### src/rtl/trap_sched.sv
// trap_sched: machine-mode trap scheduler with a CLINT-style timer.
// Drains the pipe, presents one trap to csr, then flushes the front end.
module trap_sched #(
    parameter int TICK_DIV = 1
) (
    input  logic        clk,
    input  logic        rst,
    input  logic        ex_valid,
    input  logic [63:0] ex_pc,
    input  logic        ex_ecall,
    input  logic        ex_ebreak,
    input  logic        ex_mret,
    input  logic        pipe_empty,
    input  logic        mstatus_mie,
    input  logic        mie_mtie,
    input  logic        mie_msie,
    output logic        hold,
    output logic        flush,
    output logic        trap_fire,
    output logic [63:0] csr_vec,
    output logic [63:0] trap_pc,
    output logic        mtip,
    output logic        msip,
    input  logic        bus_req,
    input  logic        bus_we,
    input  logic [15:0] bus_addr,
    input  logic [63:0] bus_wdata,
    output logic [63:0] bus_rdata,
    output logic        bus_ack
);

    typedef enum logic [1:0] {IDLE, DRAIN, FIRE, FLUSH} state_t;

    localparam logic [15:0] A_MSIP = 16'h0000;
    localparam logic [15:0] A_CMP  = 16'h4000;
    localparam logic [15:0] A_TIME = 16'hBFF8;
    localparam logic [7:0]  PMAX   = 8'(TICK_DIV - 1);

    localparam int C_MRET  = 0;
    localparam int C_EBRK  = 1;
    localparam int C_ECALL = 2;
    localparam int C_TIM   = 3;
    localparam int C_SW    = 4;

    state_t      state;
    logic [63:0] mtime;
    logic [63:0] mtimecmp;
    logic [7:0]  presc;
    logic [63:0] rd_mux;
    logic [4:0]  cause;
    logic [4:0]  cause_new;
    logic [63:0] pc_q;
    logic        wr;
    logic        rd;
    logic        int_ok;
    logic        exc_any;
    logic        fire_ok;
    logic [63:0] cause_vec;

    assign wr = bus_req & bus_we;
    assign rd = bus_req & ~bus_we;

    always_comb begin
        rd_mux = '0;
        case (bus_addr)
            A_MSIP:  rd_mux = {63'b0, msip};
            A_CMP:   rd_mux = mtimecmp;
            A_TIME:  rd_mux = mtime;
            default: rd_mux = '0;
        endcase
    end

    always_ff @(posedge clk or posedge rst) begin
        if (rst) begin
            mtime     <= '0;
            mtimecmp  <= '1;
            presc     <= '0;
            msip      <= 1'b0;
            mtip      <= 1'b0;
            bus_ack   <= 1'b0;
            bus_rdata <= '0;
        end else begin
            bus_ack   <= bus_req;
            bus_rdata <= rd ? rd_mux : '0;
            mtip      <= (mtime >= mtimecmp);
            // A software write to mtime wins over the tick and restarts the prescaler
            if (wr && bus_addr == A_TIME) begin
                mtime <= bus_wdata;
                presc <= '0;
            end else if (presc == PMAX) begin
                mtime <= mtime + 64'd1;
                presc <= '0;
            end else begin
                presc <= presc + 8'd1;
            end
            if (wr && bus_addr == A_CMP) begin
                mtimecmp <= bus_wdata;
            end
            if (wr && bus_addr == A_MSIP) begin
                msip <= bus_wdata[0];
            end
        end
    end

    assign int_ok  = mstatus_mie & ((mie_mtie & mtip) | (mie_msie & msip));
    assign exc_any = ex_ecall | ex_ebreak | ex_mret;
    assign fire_ok = (cause[C_ECALL] | cause[C_EBRK] | cause[C_MRET]) | int_ok;

    assign cause_vec = {30'b0, cause[C_SW], cause[C_TIM],
                        29'b0, cause[C_ECALL], cause[C_EBRK], cause[C_MRET]};

    always_comb begin
        cause_new = '0;
        if (int_ok) begin
            if (mie_mtie && mtip) cause_new[C_TIM] = 1'b1;
            else                  cause_new[C_SW]  = 1'b1;
        end else if (ex_mret) begin
            cause_new[C_MRET] = 1'b1;
        end else if (ex_ecall) begin
            cause_new[C_ECALL] = 1'b1;
        end else if (ex_ebreak) begin
            cause_new[C_EBRK] = 1'b1;
        end
    end

    always_ff @(posedge clk or posedge rst) begin
        if (rst) begin
            state     <= IDLE;
            hold      <= 1'b0;
            flush     <= 1'b0;
            trap_fire <= 1'b0;
            csr_vec   <= '0;
            trap_pc   <= '0;
            cause     <= '0;
            pc_q      <= '0;
        end else begin
            flush     <= 1'b0;
            trap_fire <= 1'b0;
            csr_vec   <= '0;
            trap_pc   <= '0;
            unique case (state)
                IDLE: begin
                    if (ex_valid && (int_ok || exc_any)) begin
                        cause <= cause_new;
                        pc_q  <= ex_pc;
                        hold  <= 1'b1;
                        state <= DRAIN;
                    end
                end
                DRAIN: begin
                    // Interrupts are re-qualified here; a withdrawn one fires nothing
                    if (pipe_empty) begin
                        state <= FIRE;
                        if (fire_ok) begin
                            trap_fire <= 1'b1;
                            csr_vec   <= cause_vec;
                            trap_pc   <= pc_q;
                        end
                    end
                end
                FIRE: begin
                    if (trap_fire) begin
                        flush <= 1'b1;
                        state <= FLUSH;
                    end else begin
                        hold  <= 1'b0;
                        state <= IDLE;
                    end
                end
                FLUSH: begin
                    hold  <= 1'b0;
                    state <= IDLE;
                end
                default: begin
                    hold  <= 1'b0;
                    state <= IDLE;
                end
            endcase
        end
    end

endmodule

### config.mk
export PLATFORM = sky130hd
export DESIGN_NAME = trap_sched
export DESIGN_NICKNAME = d
export VERILOG_FILES = /design/src/rtl/trap_sched.sv
export SDC_FILE = /design/constraint.sdc
export NUM_CORES = 1
export LEC_CHECK = 0
export ABC_AREA = 1
export CAP_MARGIN = 20
export CELL_PAD_IN_SITES_DETAIL_PLACEMENT = 0
export CELL_PAD_IN_SITES_GLOBAL_PLACEMENT = 1
export CORE_UTILIZATION = 39
export DETAILED_ROUTE_END_ITERATION = 10
export GPL_TIMING_DRIVEN = 0
export PLACE_DENSITY_LB_ADDON = 0.1
export RECOVER_POWER = 25
export SYNTH_ARGS = -nofsm -noshare
export SYNTH_HDL_FRONTEND = slang
export SYNTH_SLANG_ARGS = --single-unit
### constraint.sdc
create_clock -name clk -period 11.9 [get_ports clk]
set_input_delay 1.19 -clock clk [delete_from_list [all_inputs] [get_ports clk]]
set_output_delay 1.19 -clock clk [all_outputs]
set_load 0.05 [all_outputs]
==> results.txt, run 1 <==
Status - complete, no violations
Initial antenna violation count - 1
CP Data Required Time - 10,710 ps
Worst path slowest cell - clkdlybuf4s50_1
Finished Core Util - 50.87%
Min Tclk post-route - 3120 ps
Final GP Congestion - 0.9025
Sequential area share after synthesis - 47.74%
Worst R2R Setup Slack - 9510 ps
Unique masters post-synth - 41
CP Capture Type - primary output
Buffers on Ports - 294
Post-Place Cells - 3,239
Post-CTS Hold Fix Bufs - 0
Beginning of the critical path - msip$_DFFE_PP0P_
GRT overflow - 0
CTS Sinks - 346
Peak supply drop - 124.3 uV
Post-synth EDFFs - 0
CP arrival - 1930 ps
CTS tree - done
Critical Path Start Type - register
Final Setup Violations - 0
Pre-antenna DRT Iters - 8
Fraction of registers with async set/reset - 100.0%
CTS resizes - 0
Clock Tree Root - clkbuf_16
Final number of hold-violating endpoints - 0
Initial Util - 39.40%
Nets@finish - 2,897
Min-delay worst type - register to register
Worst Reg-to-Reg Cells - 10
Hold slack final - 468.7 ps
Total Wirelength - 56,540 um
Crit-path max cell delay - 910 ps
Post-DP HPWL - 44,080 um
Pwr dens - 149.8 nW/um^2
Vias - 15,360
Fin. max-slew vios - 0
Largest net degree at the start of global routing - 131
CP Depth - 1
Pre-CTS WS - 8402 ps
# Post-CTS Setup Buffers - 0
Relative slew margins - 54.89%
Final instance area - 23,630 um^2
First-pass GRT wire length - 86,660 um
Least-Margin Pin Slew - 676.7 ps
Core area - 46,460 um^2
Fillers - 4,547
Die H - 218.6 um
Setup TNS Final - 0 ps
Htree depth - 2
Chip width - 218.6 um
Wire per inst - 17.07 um
I/O pin cnt - 354
Synth Instances - 2,277
Number of global-route vias before repair - 15,310
Rows - 79
YS warnings - 0
CP cell instances - clkdlybuf4s50_1
Area occupied by multi-input gates - 7700 um^2
Final period utilization - 26.21%
RSZ-0062 raised after global routing - no
Top Family by Delay on Critical Path - buffers and inverters
DP Area - 22,320 um^2
Final Power - 3.540 mW
Pleak - 10.92 nW
Buffers plus inverters on the worst setup path - 1
Final WS setup - 8780 ps
FMAX - 0.3206 GHz
Clock transition at the registers of the reported paths - 60 ps
Synth-to-Final Area Change - 29.10%
Max Cap Violations - 0
Register Area - 8738 um^2
DR iter-0 viols - 920
Num CTS Buffers - 40
Fin cells - 3,313
Top FF cell, synth - dfrtp_1
Worst r2r src - mtime[0]$_DFFE_PP0P_
Avg Inst Size Synth - 8.039 um^2
Share of cells above drive strength 1 - 11.42%
GR Util All Layers - 23.69%
R2r endpoint - mtime[56]$_DFFE_PP0P_
Clock Skews - 24.01 ps
Vias/cell - 4.637
Final antenna-violating net count - 0
Worst setup path end - msip
Max FO, Critical Path - 4
DIE AREA - 47,810 um^2
Max Buffers Root-to-Sink - 3
CP Class - register to primary output
Later-pin clock latency in the skew report - 560 ps
Drc violations - 0
Netlist Area Pre-Place - 18,310 um^2
Synth Register Bits - 346
==> logic make-up after synthesis <==
logic type | after synthesis | synth area share [%]
AO/OA/AOI/OAI | 174 | 5.072
adder cells (fa/ha/maj) | 67 | 4.580
other | 1 | 0.02049
flip-flops | 346 | 47.74
XOR/XNOR | 38 | 1.818
multiplexers | 55 | 4.450
buffers and inverters | 454 | 11.30
AND/OR/NAND/NOR | 1142 | 25.02
==> cell usage after synthesis (2+ instances only) <==
| cell | count | area, um^2 |
|---|---|---|
| nand2_1 | 529 | 1986 |
| nor2_1 | 475 | 1783 |
| inv_1 | 326 | 1224 |
| dfrtp_1 | 282 | 7057 |
| o21ai_0 | 112 | 560.5 |
| nand3_1 | 83 | 415.4 |
| ha_1 | 67 | 838.3 |
| dfstp_2 | 64 | 1682 |
| buf_4 | 61 | 457.9 |
| mux2_4 | 52 | 780.8 |
| xor2_1 | 37 | 324.1 |
| a21oi_1 | 33 | 165.2 |
| buf_2 | 30 | 150.1 |
| clkbuf_1 | 21 | 78.83 |
| nand4_1 | 17 | 106.4 |
| o211ai_1 | 17 | 127.6 |
| buf_6 | 13 | 146.4 |
| nor3_1 | 11 | 55.05 |
| nor2_2 | 7 | 43.79 |
| o22ai_1 | 6 | 37.54 |
| and2_1 | 3 | 18.77 |
| mux2_2 | 3 | 33.78 |
| nor2_4 | 3 | 33.78 |
| o21ai_1 | 3 | 15.01 |
| inv_2 | 2 | 7.510 |
| nand2_2 | 2 | 12.51 |
| nand3b_1 | 2 | 15.01 |
| nor3b_1 | 2 | 15.01 |
| nor4_1 | 2 | 12.51 |
==> worst min path at each step <==
stage,from,end,cells after the start
2_1_floorplan,presc[0]$_DFF_PP0_,presc[0]$_DFF_PP0_,1
3_3_place_gp,presc[0]$_DFF_PP0_,presc[0]$_DFF_PP0_,1
3_5_place_dp,presc[0]$_DFF_PP0_,presc[0]$_DFF_PP0_,1
4_1_cts,presc[0]$_DFF_PP0_,presc[0]$_DFF_PP0_,1
5_1_grt,presc[0]$_DFF_PP0_,presc[0]$_DFF_PP0_,1
6_report,presc[0]$_DFF_PP0_,presc[0]$_DFF_PP0_,1
==> area by class of cell <==
class	count	share of cell area, %
clock inverters	12	0.5453
multi-input cells	1535	32.58
well taps	607	3.214
flip-flops and latches	346	36.98
repair buffers	297	12.80
inverters	329	5.231
plain buffers	125	3.521
clock buffers	61	5.120
diodes	1	0.01059
==> placed cells by master (no fill, tap or decap), drive strengths merged, types with 4 or more instances in the layout <==
cell type and instances:
nand2 531, nor2 485, inv 328, clkdlybuf4s50 290, dfrtp 282, o21ai 115
buf 106, nand3 85, clkbuf 83, ha 67, dfstp 64, conb 59
mux2 55, xor2 37, a21oi 34, nand4 17, o211ai 17, nor3 13
clkinv 10, o22ai 6, dlygate4sd3 4
==> state kept, by name, summed over array words and instances, names as in the netlist <==
register   cells
bus_ack        1
bus_rdata     64
cause          5
csr_vec        5
flush          1
hold           1
msip           1
mtime         64
mtimecmp      64
mtip           1
pc_q          64
presc          8
state          2
trap_fire      1
trap_pc       64
==> layer usage <==
| metal | up-vias | routed length [um] | GRT usage, % |
|---|---|---|---|
| met5 | - | 0 | 0 |
| met4 | 0 | 1704 | 7.925 |
| met3 | 83 | 3238 | 3.981 |
| met2 | 377 | 26020 | 38.44 |
| met1 | 7247 | 25590 | 31.91 |
| li1 | 7654 | - | - |
==> power breakdown <==
part	switching [mW]	total [mW]	internal [mW]
sequential	0.0759	1.42	1.34
clock	0.500	1.25	0.745
combinational	0.602	0.874	0.272
(Power assumes the default switching activity.)
==> run 2: changes to the inputs <==
==> constraint.sdc (replaced) <==
create_clock -name clk -period 3.2 [get_ports clk]
set_input_delay 0.32 -clock clk [delete_from_list [all_inputs] [get_ports clk]]
set_output_delay 0.32 -clock clk [all_outputs]
set_load 0.05 [all_outputs]
==> run 2 against run 1 <==
The run now ends with capacitance limit, slew limit left; die area unchanged; register-to-register slack lost 8600 ps; clock-buffer cell count is 8 higher; largest power group unchanged; highest routed layer unchanged.
==> results.txt, run 2 (synthesized netlist as in run 1, its figures left out) <==
Status - finished with violations
Failing checks - capacitance limit, slew limit
Post-CTS Hold Fix Bufs - 0
Total Wirelength - 56,770 um
Most frequent CP cell - buf_12
Min-delay worst type - primary input to register
Min Tclk post-route - 2454 ps
Clock Tree Root - clkbuf_16
Final antenna-violating net count - 0
Max Cap Violations - 1
Initial Util - 39.40%
CTS Sinks - 346
Final period utilization - 76.69%
Clock Skews - 24.21 ps
Buffers plus inverters on the worst setup path - 5
Pwr dens - 560.3 nW/um^2
CTS tree - done
Peak supply drop - 442.5 uV
Most common cell after layout, fill and taps aside - nand2_1
First-pass GRT wire length - 87,250 um
Post-Place Cells - 3,245
Final GP Congestion - 0.9032
Fin cells - 3,323
Pre-antenna DRT Iters - 5
CP arrival - 3200 ps
Finished Core Util - 51.15%
Relative slew margins - -1.721%
Pleak - 10.96 nW
Largest net degree at the start of global routing - 43
GR Util All Layers - 23.85%
FMAX - 0.4075 GHz
Clock transition at the registers of the reported paths - 60 ps
CP Capture Type - async pin
Initial antenna violation count - 3
# Post-CTS Setup Buffers - 0
Vias - 15,440
Number of global-route vias before repair - 15,310
Later-pin clock latency in the skew report - 580 ps
Final number of hold-violating endpoints - 0
Die H - 218.6 um
Core area - 46,460 um^2
GRT overflow - 0
DR iter-0 viols - 906
Fin. max-slew vios - 32
CTS resizes - 0
Vias/cell - 4.647
CP Data Required Time - 3950 ps
Chip width - 218.6 um
Critical Path Start Type - primary input
Post-DP HPWL - 44,740 um
Rows - 79
Most frequent cells in the layout - nand2_1, nor2_1, inv_1
Least-Margin Pin Slew - 1517 ps
Drc violations - 0
RSZ-0062 raised after global routing - no
Buffers on Ports - 294
CP Class - primary input to async pin
Wire per inst - 17.08 um
Final Setup Violations - 0
Crit-path max cell delay - 890 ps
DIE AREA - 47,810 um^2
Worst path slowest cell - clkinvlp_2
Share of cells above drive strength 1 - 11.50%
I/O pin cnt - 354
Num CTS Buffers - 41
CP cell instances - dlygate4sd3_1 > clkinvlp_2 > buf_12 > clkbuf_2 > buf_12
Nets@finish - 2,904
Synth-to-Final Area Change - 29.82%
Max FO, Critical Path - 42
Top Family by Delay on Critical Path - buffers and inverters
Max Buffers Root-to-Sink - 3
Htree depth - 2
[run 2: cell count changes in the layout (fill, tap and decap cells not counted), moves of 2 or more]
| cell | previous run | this run |
|---|---|---|
| buf_12 | 0 | 8 |
| clkbuf_1 | 30 | 36 |
| clkdlybuf4s50_1 | 290 | 292 |
| clkbuf_16 | 40 | 42 |
| clkinv_2 | 7 | 2 |
| dlygate4sd3_1 | 4 | 2 |
| buf_16 | 3 | 0 |
[run 2: metrics by stage]
stage          total power [mW]  TNS (ps)  hold WS [ps]  setup slack [ps]  area, um^2
2_1_floorplan             7.430   -507950         351.4             -1698       18530
3_3_place_gp              8.553  -1352080         450.8             -4293       22230
3_5_place_dp              8.640         0         465.5             612.2       22410
4_1_cts                   13.48         0         240.6             844.5       23800
5_1_grt                   14.04         0         315.1             348.9       23760
6_report                  13.31         0         317.0             746.1       23760
[run 2: routing by layer]
layer | global-route usage (%) | wire [um]
met2 | 38.96 | 26130
met1 | 31.97 | 25570
met5 | 0 | 0
met4 | 8.438 | 1782
met3 | 3.674 | 3279
[run 2: final timing paths]
kind / from / to / slack (ps) / depth (start not counted)
max: rst / pc_q[12]$_DFFE_PP0P_ / 750 / 5
min: ex_pc[10] / pc_q[10]$_DFFE_PP0P_ / 320 / 3
max reg2reg: mtime[0]$_DFFE_PP0P_ / mtime[56]$_DFFE_PP0P_ / 870 / 10
min reg2reg: presc[0]$_DFF_PP0_ / presc[0]$_DFF_PP0_ / 470 / 1
max in group clk: mtime[0]$_DFFE_PP0P_ / mtime[56]$_DFFE_PP0P_ / 870 / 10
min in group asynchronous: rst / pc_q[50]$_DFFE_PP0P_ / 580 / 2
[run 2: report_power, final]
group,total (mW),internal (mW),leakage [nW],switching [mW]
sequential,5.28,5.00,4.44,0.281
combinational,3.27,1.02,5.85,2.24
clock,4.77,2.88,0.674,1.89
[run 2: layout make-up]
class                   instances  area, um^2
plain buffers                 125       833.3
well taps                     607       759.5
repair buffers                303        3108
flip-flops and latches        346        8738
multi-input cells            1535        7697
diodes                          2       5.005
clock inverters                 7       113.9
clock buffers                  69        1272
inverters                     329        1236
fillers                      4578       22690
[run 2: tightest hold or removal path, delay by kind of cell]
family                 cells  cell delay, ps
buffers and inverters      1             400
AOI/OAI and AO/OA          1              60
and+or+nand+nor            1              60
==> run 3: changes to the inputs <==
--- a/config.mk
+++ b/config.mk
@@ -9,7 +9,7 @@
 export CAP_MARGIN = 20
 export CELL_PAD_IN_SITES_DETAIL_PLACEMENT = 0
 export CELL_PAD_IN_SITES_GLOBAL_PLACEMENT = 1
-export CORE_UTILIZATION = 39
+export CORE_UTILIZATION = 35
 export DETAILED_ROUTE_END_ITERATION = 10
 export GPL_TIMING_DRIVEN = 0
 export PLACE_DENSITY_LB_ADDON = 0.1
==> constraint.sdc (replaced) <==
create_clock -name clk -period 2.1 [get_ports clk]
set_input_delay 0.21 -clock clk [delete_from_list [all_inputs] [get_ports clk]]
set_output_delay 0.21 -clock clk [all_outputs]
set_load 0.05 [all_outputs]
==> run 3 against run 2 <==
The flow now finishes without violations; clock skew is 6.4 ps lower; setup slack got worse by 660 ps; combinational power grew 55%; critical endpoint is now bus_rdata[24]; largest cell class unchanged.
==> results.txt, run 3 (synthesized netlist as in run 1, its figures left out) <==
Later-pin clock latency in the skew report - 570 ps
Share of cells above drive strength 1 - 13.33%
Worst R2R Setup Slack - 90 ps
R2r endpoint - mtime[25]$_DFFE_PP0P_
Largest net degree at the start of global routing - 44
Clock Skews - 17.78 ps
Final antenna-violating net count - 0
FMAX - 0.4960 GHz
Die H - 230.7 um
Most common cell after layout, fill and taps aside - nand2_1
Most frequent cells in the layout - nand2_1, nor2_1, inv_1
Crit-path max cell delay - 860 ps
Top Family by Delay on Critical Path - buffers and inverters
Hold Path Cell Cnt - 3
Hold Crit Start - ex_pc[11]
Pleak - 11.07 nW
Status - complete, no violations
Htree depth - 2
Wire per inst - 17.15 um
CP cell instances - clkdlybuf4s50_1
CP Capture Type - primary output
Post-Place Cells - 3,318
GRT overflow - 0
Hold slack final - 208.7 ps
Final period utilization - 96.01%
Relative slew margins - 29.74%
Fin. max-slew vios - 0
CP Class - register to primary output
Number of global-route vias before repair - 15,590
Vias - 15,360
Worst path slowest cell - clkdlybuf4s50_1
Buffers plus inverters on the worst setup path - 1
Pwr dens - 861.3 nW/um^2
Initial Util - 35.54%
Pre-antenna DRT Iters - 7
Least-Margin Pin Slew - 1054 ps
Min-delay worst type - primary input to register
Drc violations - 0
Buffers on Ports - 294
Num CTS Buffers - 41
CTS tree - done
Rows - 83
Synth-to-Final Area Change - 31.73%
GR Util All Layers - 22.07%
Max Cap Violations - 0
Worst Reg-to-Reg Cells - 9
Fillers - 5,169
Setup TNS Final - 0 ps
Final Setup Violations - 0
Nets@finish - 2,914
Fin cells - 3,403
Max Buffers Root-to-Sink - 3
DR iter-0 viols - 850
Finished Core Util - 46.81%
Worst r2r src - mtime[5]$_DFFE_PP0P_
Peak supply drop - 521.3 uV
Pre-CTS WS - -567.1 ps
Final number of hold-violating endpoints - 0
I/O pin cnt - 354
Clock transition at the registers of the reported paths - 60 ps
Final WS setup - 83.81 ps
Antenna cells - 0
Initial antenna violation count - 0
CTS Sinks - 346
CP arrival - 1810 ps
Vias/cell - 4.515
Core area - 51,510 um^2
Min Tclk post-route - 2016 ps
Total Wirelength - 58,350 um
Hold endpoint - pc_q[11]$_DFFE_PP0P_
Max FO, Critical Path - 1
Critical Path Start Type - register
Post-DP HPWL - 46,090 um
CP Data Required Time - 1890 ps
Chip width - 230.7 um
DIE AREA - 53,220 um^2
Clock Tree Root - clkbuf_16
Final GP Congestion - 0.9216
First-pass GRT wire length - 90,640 um
-- run 3: metrics by stage --
stage / power (mW) / instance area (um^2)
3_3_place_gp: 13.07 / 22320
3_5_place_dp: 13.18 / 22500
4_1_cts: 21.01 / 24020
6_report: 20.77 / 24110
2_1_floorplan: 11.32 / 18530
5_1_grt: 21.91 / 24110
-- run 3: cell type report --
| type | instances | area [um^2] | area share [%] |
|---|---|---|---|
| flip-flops and latches | 346 | 8745 | 36.27 |
| multi-input cells | 1535 | 7820 | 32.43 |
| repair inverters | 1 | 5.005 | 0.02076 |
| repair buffers | 312 | 3143 | 13.03 |
| inverters | 329 | 1239 | 5.137 |
| well taps | 680 | 850.8 | 3.528 |
| clock inverters | 17 | 274.0 | 1.136 |
| plain buffers | 125 | 845.8 | 3.508 |
| clock buffers | 58 | 1191 | 4.940 |
-- run 3: repair_timing --
item / 4_1_cts / 5_1_grt
hold buffers: 0 / 0
gates resized for setup: 19 / 26
setup buffers: 1 / 8
pin swaps: 1 / 4
cloned: 0 / 1
endpoints found under the setup margin: 98 / 146
-- run 3: worst max path at each step --
stage	depth (start not counted)	from	slack, ps	endpoint
5_1_grt	9	mtime[9]$_DFFE_PP0P_	-30	mtime[30]$_DFFE_PP0P_
3_5_place_dp	7	rst	-570	mtimecmp[51]$_DFFE_PP1P_
3_3_place_gp	2	rst	-5350	bus_rdata[52]$_DFF_PP0_
4_1_cts	11	mtime[9]$_DFFE_PP0P_	7	mtime[62]$_DFFE_PP0P_
2_1_floorplan	1	rst	-2690	bus_ack$_DFF_PP0_
6_report	1	bus_rdata[24]$_DFF_PP0_	80	bus_rdata[24]
-- run 3: routing by layer --
layer	GRT usage, %	share of wire (%)
met4	5.753	1.9
met2	37.41	48
met3	3.199	4.8
met5	0	0
met1	29.39	46
-- run 3: tightest hold or removal path, delay by kind of cell --
kind	cells	cell delay, ps
buf+inv	1	390
compound gates	1	70
simple gates	1	60
-- run 3: report_power, final --
part | internal (mW) | total (mW) | switching (mW)
registers | 7.62 | 8.04 | 0.416
logic | 1.61 | 5.08 | 3.46
clock network | 4.72 | 7.66 | 2.93
total | 14.0 | 20.8 | 6.81
